### config.mk
export PLATFORM = sky130hd
export DESIGN_NAME = sd_cmd_resp_rx
export DESIGN_NICKNAME = d
export VERILOG_FILES = /design/src/rtl/sd_cmd_resp_rx.sv
export SDC_FILE = /design/constraint.sdc
export NUM_CORES = 1
export LEC_CHECK = 0
export BUFFER_PORTS_ARGS = -buffer_cell sky130_fd_sc_hd__buf_4
export CORE_ASPECT_RATIO = 0.6
export CORE_MARGIN = 5
export CORE_UTILIZATION = 40
export DETAILED_ROUTE_END_ITERATION = 10
export PLACE_DENSITY = 0.64
export REMOVE_ABC_BUFFERS = 1
export SETUP_SLACK_MARGIN = 0.15
export SLEW_MARGIN = 20
export SYNTH_ARGS = -nofsm -noshare
export SYNTH_HDL_FRONTEND = slang
export SYNTH_SLANG_ARGS = --single-unit
### constraint.sdc
create_clock -name clk -period 3.9 [get_ports clk]
set_clock_uncertainty 0.15 [all_clocks]
set_input_delay 1.17 -clock clk [delete_from_list [all_inputs] [get_ports clk]]
set_output_delay 1.17 -clock clk [all_outputs]
set_load 0.05 [all_outputs]
### src/rtl/sd_cmd_resp_rx.sv
// ============================================================================
// Module   : sd_cmd_resp_rx
// Purpose  : SD/SDIO command-line response receiver: start-bit hunt, frame
//            capture, CRC7/end-bit check, valid/ready hand-off.
// Options  : SD_RESP_LONG_EN adds resp_long and 136-bit R2 frame capture.
// Revision : 1.0  initial release
// ============================================================================
`timescale 1ns/1ps
`default_nettype none

module sd_cmd_resp_rx #(
   parameter int RESP_BITS = 48,
   parameter int NCR_MAX   = 64,
`ifdef SD_RESP_LONG_EN
   localparam int DATA_W   = 136
`else
   localparam int DATA_W   = RESP_BITS
`endif
) (
   input  logic              clk,
   input  logic              rst_n,
   input  logic              sample_en,
   input  logic              sdio_cmd_i,
   input  logic              arm,
   input  logic              crc_skip,
`ifdef SD_RESP_LONG_EN
   input  logic              resp_long,
`endif
   output logic [DATA_W-1:0] resp_data,
   output logic              resp_valid,
   input  logic              resp_ready,
   output logic              crc_err,
   output logic              frame_err,
   output logic              timeout,
   output logic              busy
);

   localparam int BCW = $clog2(DATA_W + 1);
   localparam int NCW = $clog2(NCR_MAX + 1);

   typedef enum logic [1:0] {
      IDLE       = 2'd0,
      WAIT_START = 2'd1,
      RECEIVE    = 2'd2,
      DONE       = 2'd3
   } state_e;

   state_e            state_q, state_d;
   logic [DATA_W-1:0] data_q, data_d;
   logic [BCW-1:0]    bit_cnt_q, bit_cnt_d;
   logic [NCW-1:0]    ncr_cnt_q, ncr_cnt_d;
   logic [6:0]        crc_q, crc_d;
   logic              skip_q, skip_d;
   logic              crc_err_q, crc_err_d;
   logic              frame_err_q, frame_err_d;
   logic              timeout_q, timeout_d;
   logic [BCW-1:0]    frame_top;
   logic [BCW-1:0]    crc_top;
   logic              crc_en;

   // bit_cnt holds (index of next frame bit + 1); frame_top is loaded at the start bit.
`ifdef SD_RESP_LONG_EN
   logic long_q, long_d;
   assign frame_top = long_q ? BCW'(135) : BCW'(RESP_BITS - 1);
   assign crc_top   = long_q ? BCW'(128) : BCW'(RESP_BITS - 1);
`else
   assign frame_top = BCW'(RESP_BITS - 1);
   assign crc_top   = BCW'(RESP_BITS - 1);
`endif

   assign crc_en = (bit_cnt_q >= BCW'(9)) && (bit_cnt_q <= crc_top);

   function automatic logic [6:0] crc7_step(input logic [6:0] c, input logic din);
      logic fb;
      fb = c[6] ^ din;
      return {c[5:0], 1'b0} ^ (fb ? 7'h09 : 7'h00);
   endfunction

   always_ff @(posedge clk or negedge rst_n) begin
      if (!rst_n) begin
         state_q     <= IDLE;
         data_q      <= '0;
         bit_cnt_q   <= '0;
         ncr_cnt_q   <= '0;
         crc_q       <= '0;
         skip_q      <= 1'b0;
         crc_err_q   <= 1'b0;
         frame_err_q <= 1'b0;
         timeout_q   <= 1'b0;
`ifdef SD_RESP_LONG_EN
         long_q      <= 1'b0;
`endif
      end else begin
         state_q     <= state_d;
         data_q      <= data_d;
         bit_cnt_q   <= bit_cnt_d;
         ncr_cnt_q   <= ncr_cnt_d;
         crc_q       <= crc_d;
         skip_q      <= skip_d;
         crc_err_q   <= crc_err_d;
         frame_err_q <= frame_err_d;
         timeout_q   <= timeout_d;
`ifdef SD_RESP_LONG_EN
         long_q      <= long_d;
`endif
      end
   end

   always_comb begin
      state_d     = state_q;
      data_d      = data_q;
      bit_cnt_d   = bit_cnt_q;
      ncr_cnt_d   = ncr_cnt_q;
      crc_d       = crc_q;
      skip_d      = skip_q;
      crc_err_d   = crc_err_q;
      frame_err_d = frame_err_q;
      timeout_d   = timeout_q;
`ifdef SD_RESP_LONG_EN
      long_d      = long_q;
`endif
      case (state_q)
         IDLE: begin
            if (arm) begin
               state_d   = WAIT_START;
               skip_d    = crc_skip;
               ncr_cnt_d = '0;
`ifdef SD_RESP_LONG_EN
               long_d    = resp_long;
`endif
            end
         end
         WAIT_START: begin
            if (sample_en) begin
               if (!sdio_cmd_i) begin
                  // Clearing is equivalent to shifting the start 0 into a fresh frame.
                  data_d    = '0;
                  bit_cnt_d = frame_top;
                  crc_d     = '0;
                  state_d   = RECEIVE;
               end else if (ncr_cnt_q == NCW'(NCR_MAX - 1)) begin
                  timeout_d = 1'b1;
                  state_d   = DONE;
               end else begin
                  ncr_cnt_d = ncr_cnt_q + NCW'(1);
               end
            end
         end
         RECEIVE: begin
            if (sample_en) begin
               data_d    = {data_q[DATA_W-2:0], sdio_cmd_i};
               bit_cnt_d = bit_cnt_q - BCW'(1);
               if (crc_en) begin
                  crc_d = crc7_step(crc_q, sdio_cmd_i);
               end
               if (bit_cnt_q == BCW'(1)) begin
                  // data_q[6:0] already holds frame bits 7..1, the transmitted CRC.
                  crc_err_d   = (crc_q != data_q[6:0]) && !skip_q;
                  frame_err_d = !sdio_cmd_i;
                  state_d     = DONE;
               end
            end
         end
         DONE: begin
            if (resp_ready) begin
               crc_err_d   = 1'b0;
               frame_err_d = 1'b0;
               timeout_d   = 1'b0;
               state_d     = IDLE;
            end
         end
         default: state_d = IDLE;
      endcase
   end

   assign resp_data  = data_q;
   assign resp_valid = (state_q == DONE);
   assign crc_err    = crc_err_q;
   assign frame_err  = frame_err_q;
   assign timeout    = timeout_q;
   assign busy       = (state_q != IDLE);

endmodule

`default_nettype wire
==> flow_metrics.env, run 1 <==
export IMPL_layout_cells_non_filler=468
export IMPL_status="finished, final reports clean"
export IMPL_hold_class="reg -> reg"
export IMPL_antenna_found_initial=0
export IMPL_ctsHoldBuffers=0
export IMPL_synth_top_cell_by_area="dfrtp_1"
export IMPL_worst_setup_path_end_kind="output port"
export IMPL_coreArea_sq_mm=0.008393
export IMPL_drt_iter0_drc=174
export IMPL_yosysMostFrequentCell="dfrtp_1"
export IMPL_required_ps=2580
export IMPL_nNetsFinal=366
export IMPL_num_vias=2614
export IMPL_cp_num_buf_inv=3
export IMPL_period_minus_slack_ps=2883
export IMPL_seq_area_sq_mm=0.001852
export IMPL_synth_cell_types=51
export IMPL_finalPower_mw=2.777
export IMPL_clock_sinks=74
export IMPL_multi_input_area_sq_mm=0.001411
export IMPL_layout_drive_gt1_share_pct=25.28
export IMPL_yosysSeqAreaShare_pct=54.51
export IMPL_die_h_um=81.39
export IMPL_cpPeakStageDelay_ps=420
export IMPL_cts_tree="yes"
export IMPL_setup_tns_ps=0
export IMPL_synth_edf_count=0
export IMPL_grt_max_degree=75
export IMPL_initial_core_util_pct=40.47
export IMPL_fmax_mhz=346.8
export IMPL_post_cts_setup_buffers=0
export IMPL_avgSynthCellArea_sq_um=11.29
export IMPL_timing_final_ws_setup_ps=1017
export IMPL_rows=26
export IMPL_synth_top_area_share_pct=54.51
export IMPL_cp_top_family="buffers and inverters"
export IMPL_tightestPinTransition_ps=960.6
export IMPL_place_gp_congestion=0.7981
export IMPL_leakage_nw=1.981
export IMPL_vias_per_cell=5.585
export IMPL_cp_start_kind="register"
export IMPL_worst_path_max_delay_cell="dfrtp_1"
export IMPL_syn_inst=301
export IMPL_clockBufferDepth=2
export IMPL_cts_resized=0
export IMPL_cts_root_buffer="clkbuf_16"
export IMPL_grt_use_total_pct=15.48
export IMPL_pre_cts_ws_ps=994.0
export IMPL_wirelength_um=7714
export IMPL_crit_arrival_ps=1560
export IMPL_min_period_over_period_pct=73.93
export IMPL_yosys_warnings=0
export IMPL_timing_slew_headroom_pct=35.96
export IMPL_ios=60
export IMPL_hpwl_um=5159
export IMPL_async_reset_ff_share_pct=100.0
export IMPL_setup_viol=0
export IMPL_cts_htree_levels=3
export IMPL_rsz0062_at_grt="false"
export IMPL_synthToLayoutAreaGrowth_pct=23.02
export IMPL_drt_first_pass_iters=4
export IMPL_antennaDiodeCount=0
export IMPL_cts_clk_slew_worst_paths_ps=60
export IMPL_hold_viol_final=0
export IMPL_crit_top_cell="inv_1"
export IMPL_fill_cells=771
export IMPL_port_buffers=59
export IMPL_drv_slew=0
export IMPL_grt_pass1_wl_um=12590
export IMPL_worstSkewPairLatency_ps=340
export IMPL_synth_flop_cell="dfrtp_1"
export IMPL_synth_seq_cells=74
export IMPL_path_max_fanout=7
export IMPL_crit_chain="inv_1 -> ha_1 -> inv_1 -> buf_4"
export IMPL_die_w_um=129.0
export IMPL_drcViolationCount=0
export IMPL_pwr_density_cell_mw_per_mm2=664.6
export IMPL_numCtsBuffers=9
export IMPL_wl_per_cell_um=16.48
export IMPL_syn_area_sq_mm=0.003397
export IMPL_grt_pass1_vias=2330
export IMPL_ant_nets=0
export IMPL_cap_violations=0
export IMPL_dieArea_sq_mm=0.01050
export IMPL_yosys_top_cells_count="74 x dfrtp_1, 48 x a22o_1, 21 x nand3_1, 17 x nand2_1, 12 x clkbuf_1"
export IMPL_synth_area_leaders="dfrtp_1 55%, a22o_1 12%, nand3_1 3.1%"
export IMPL_overflow=0
export IMPL_worstSetupPathType="reg -> out"
export IMPL_numPlacedInstances=452
export IMPL_ir_drop_v=0.0004486
## path summary, 6_finish.rpt
kind                              start            end  depth (start not counted)  slack [ps]
min in group asynchronous         rst_n  resp_data[34]                          1         800
max reg2reg                  state_q[0]  resp_data[14]                          6        1050
max                          state_q[0]           busy                          4        1020
min                        ncr_cnt_q[6]   ncr_cnt_q[6]                          1         340
max in group asynchronous         rst_n         skip_q                          1        2140
min reg2reg                ncr_cnt_q[6]   ncr_cnt_q[6]                          1         340
## worst register-to-register path, cell delays in order, from the launching register on
cell and delay (ps):
dfrtp_1 420, inv_1 150, ha_1 690, o21ai_1 140
nand2b_2 510, buf_4 400, a22o_1 270
## flip-flops by register name, summed over array words and instances, names as in the netlist
register / count
timeout: 1
state_q: 2
frame_err: 1
crc_q: 7
resp_data: 48
ncr_cnt_q: 7
crc_err: 1
bit_cnt_q: 6
skip_q: 1
## kinds of logic (layout without fill, tap and decap cells)
family          count (synthesis)  count (layout)  synth area share (%)
buf+inv                        32              87                 4.052
compound gates                 86              86                 20.70
flops                          74              74                 54.51
xor+xnor                        9               9                 2.321
simple gates                   87              87                 13.78
fa+ha+maj                       8               8                 2.947
mux                             5               5                 1.694
## cells in the final DEF (no fill, tap or decap), types with 3 or more instances in the layout
master / count
inv_1: 11
ha_1: 8
clkbuf_16: 9
buf_4: 60
nand2b_1: 5
a21oi_1: 3
nand4_1: 9
o21ai_0: 8
xnor2_1: 6
nand3_1: 21
a31oi_1: 3
inv_6: 4
o211ai_1: 3
nand2_1: 17
dfrtp_1: 74
nor4_1: 3
xor2_1: 3
nor2_1: 10
a22o_1: 48
nor3_1: 4
nor2b_1: 3
## metrics by stage
| stage | utilization, % | hold slack [ps] | cell area (sq um) |
|---|---|---|---|
| after CTS | 49.79 | 348.7 | 4179 |
| after global routing | 49.79 | 377.2 | 4179 |
| after global placement | 46.41 | 326.1 | 3895 |
| final | 49.79 | 344.6 | 4179 |
| after floorplan | - | 298.4 | 3301 |
| after detailed placement | 46.41 | 326.9 | 3895 |
## final cells by class
cell class	count	share of cell area, %
Sequential cell	74	44.31
Multi-Input combinational cell	195	33.77
Timing Repair Buffer	60	10.78
Clock buffer	9	5.389
Tap cell	112	3.353
Clock inverter	7	1.407
Inverter	11	0.9880
## per-layer routing
metal | vias up | track usage [%] | part of all wire (%)
met3 | 14 | 4.731 | 5.9
met1 | 1286 | 24.07 | 51
met4 | 0 | 6.604 | 2.1
met2 | 71 | 19.27 | 41
li1 | 1243 | - | -
met5 | - | 0 | 0
## power breakdown
group	total [mW]	internal (mW)	switching, mW
logic	0.972	0.333	0.639
clock network	0.785	0.440	0.345
registers	1.02	0.875	0.145
Power figures use the tool's default switching activity.
==> run 2, diff against run 1 <==
--- a/config.mk
+++ b/config.mk
@@ -5,6 +5,7 @@
 export SDC_FILE = /design/constraint.sdc
 export NUM_CORES = 1
 export LEC_CHECK = 0
+export ABC_AREA = 1
 export BUFFER_PORTS_ARGS = -buffer_cell sky130_fd_sc_hd__buf_4
 export CORE_ASPECT_RATIO = 0.6
 export CORE_MARGIN = 5
==> constraint.sdc (replaced) <==
create_clock -name clk -period 2.75 [get_ports clk]
set_clock_uncertainty 0.15 [all_clocks]
set_input_delay 0.825 -clock clk [delete_from_list [all_inputs] [get_ports clk]]
set_output_delay 0.825 -clock clk [all_outputs]
set_load 0.05 [all_outputs]
==> flow_metrics.env, run 2 <==
export IMPL_grt_pass1_vias=2578
export IMPL_vias_per_cell=4.808
export IMPL_cap_violations=0
export IMPL_synth_top_area_share_pct=55.51
export IMPL_yosys_top_cells_count="74 x dfrtp_1, 73 x inv_1, 56 x nand2_1, 46 x o22ai_1"
export IMPL_cts_htree_levels=3
export IMPL_setup_tns_ps=0
export IMPL_leakage_nw=2.090
export IMPL_worst_setup_path_end_kind="register"
export IMPL_synth_xor_area_share_pct=2.626
export IMPL_numCtsBuffers=9
export IMPL_timing_final_ws_setup_ps=378.7
export IMPL_avgSynthCellArea_sq_um=9.189
export IMPL_cts_clk_slew_worst_paths_ps=60
export IMPL_fill_cells=766
export IMPL_synth_area_leaders="dfrtp_1 56%, o22ai_1 8.6%, inv_1 8.2%"
export IMPL_hold_class="in -> async"
export IMPL_mostFrequentLayoutCells="74 x dfrtp_1, 73 x inv_1, 60 x buf_4"
export IMPL_async_reset_ff_share_pct=100.0
export IMPL_synth_top_cell_by_area="dfrtp_1"
export IMPL_clockBufferDepth=2
export IMPL_drt_first_pass_iters=4
export IMPL_die_h_um=80.74
export IMPL_hpwl_um=5119
export IMPL_synth_edf_count=0
export IMPL_drt_iter0_drc=147
export IMPL_hold_viol_final=0
export IMPL_setup_viol=0
export IMPL_wl_per_cell_um=13.60
export IMPL_wirelength_um=7290
export IMPL_cp_start_kind="register"
export IMPL_synth_cell_types=30
export IMPL_synth_top_family_by_area="simple AND/OR/NAND/NOR gates"
export IMPL_dieArea_sq_mm=0.01033
export IMPL_worstSkewPairLatency_ps=330
export IMPL_clock_sinks=74
export IMPL_ant_nets=0
export IMPL_cts_tree="yes"
export IMPL_antennaDiodeCount=0
export IMPL_pwr_density_cell_mw_per_mm2=1400
export IMPL_synth_flop_cell="dfrtp_1"
export IMPL_post_cts_setup_buffers=0
export IMPL_r2r_start="state_q[1]"
export IMPL_port_buffers=59
export IMPL_reg2reg_depth=10
export IMPL_ios=60
export IMPL_syn_area_sq_mm=0.003336
export IMPL_pre_cts_ws_ps=372.1
export IMPL_drv_slew=0
export IMPL_ctsHoldBuffers=0
export IMPL_synth_simple_area_share_pct=15.68
export IMPL_tightestPinTransition_ps=503.2
export IMPL_largest_register_ffs=48
export IMPL_antenna_found_initial=0
export IMPL_coreArea_sq_mm=0.008008
export IMPL_drcViolationCount=0
export IMPL_path_max_fanout=29
export IMPL_timing_rr_end="crc_q[1]"
export IMPL_yosysMostFrequentCell="dfrtp_1"
export IMPL_synth_area_mux_share_pct=0.3376
export IMPL_final_common_cell="dfrtp_1"
export IMPL_crit_start="state_q[1]"
export IMPL_layout_drive_gt1_share_pct=20.33
export IMPL_overflow=0
export IMPL_yosys_warnings=0
export IMPL_cts_resized=0
export IMPL_cts_root_buffer="clkbuf_16"
export IMPL_ir_drop_v=0.0007868
export IMPL_rsz0062_at_grt="false"
export IMPL_rows=25
export IMPL_timing_slew_headroom_pct=66.45
export IMPL_nNetsFinal=438
export IMPL_grt_max_degree=48
export IMPL_critPathCapture="crc_q[1]"
export IMPL_initial_core_util_pct=41.66
export IMPL_syn_inst=363
export IMPL_status="finished, final reports clean"
export IMPL_hold_slack_ps=268.0
export IMPL_synth_compound_area_share_pct=12.34
export IMPL_min_period_over_period_pct=86.23
export IMPL_required_ps=2870
export IMPL_place_gp_congestion=0.8972
export IMPL_synthToLayoutAreaGrowth_pct=25.02
export IMPL_yosysSeqAreaShare_pct=55.51
export IMPL_period_minus_slack_ps=2371
export IMPL_synth_seq_cells=74
export IMPL_regToRegSetupSlack_ps=380
export IMPL_crit_arrival_ps=2500
export IMPL_worstSetupPathType="reg -> reg"
export IMPL_synth_fa_ha_area_share_pct=3.001
export IMPL_grt_pass1_wl_um=12300
export IMPL_fmax_mhz=421.7
export IMPL_die_w_um=127.9
export IMPL_num_vias=2577
export IMPL_grt_use_total_pct=15.09
-- run 2: metal layers --
layer | global-route usage [%] | share of wire, %
met5 | 0 | 0
met1 | 20.83 | 51
met4 | 5.508 | 1.2
met3 | 4.862 | 4.9
met2 | 22.39 | 43
-- run 2: cell type report --
cell class | instances | area (sq um) | share of cell area [%]
Tap cell | 108 | 135.1 | 3.240
Clock buffer | 11 | 252.7 | 6.061
Sequential cell | 74 | 1852 | 44.40
Multi-Input combinational cell | 202 | 1134 | 27.18
Inverter | 74 | 277.8 | 6.661
Clock inverter | 5 | 28.78 | 0.6901
Timing Repair Buffer | 62 | 490.5 | 11.76
-- run 2: worst max-delay path, cell delays in order (launching register included) --
cell	delay, ps
dfrtp_1	400
inv_1	130
ha_1	490
nor2_2	160
nor2_8	380
inv_2	120
nor2_4	110
nand2_4	100
nor2_4	140
nand2_1	70
nand2_1	60
-- run 2: where the power goes --
group / switching [mW] / total [mW] / internal (mW) / leakage [nW]
Clock: 0.444 / 1.10 / 0.654 / 0.145
Combinational: 2.11 / 3.00 / 0.892 / 0.957
Sequential: 0.267 / 1.74 / 1.47 / 0.988
-- run 2: how the worst min path moves through the flow --
stage	end	startpoint	depth (start not counted)
floorplan	ncr_cnt_q[3]	ncr_cnt_q[3]	2
global route	resp_data[12]	rst_n	1
detailed placement	timeout	timeout	2
global placement	timeout	timeout	2
finish	resp_data[11]	rst_n	1
CTS	crc_q[4]	rst_n	1
-- run 2: metrics by stage --
stage,instance area [sq um],util [%],total power [mW],cells
floorplan,3263,-,3.865,350
global placement,3889,48.56,4.726,520
detailed placement,3889,48.56,4.771,520
CTS,4170,52.08,5.890,536
global route,4170,52.08,6.191,536
finish,4170,52.08,5.836,536
-- run 2: kinds of logic after synthesis --
kind of cell,Yosys count
simple gates,114
xor+xnor,10
flops,74
buf+inv,87
compound gates,69
fa+ha+maj,8
mux,1
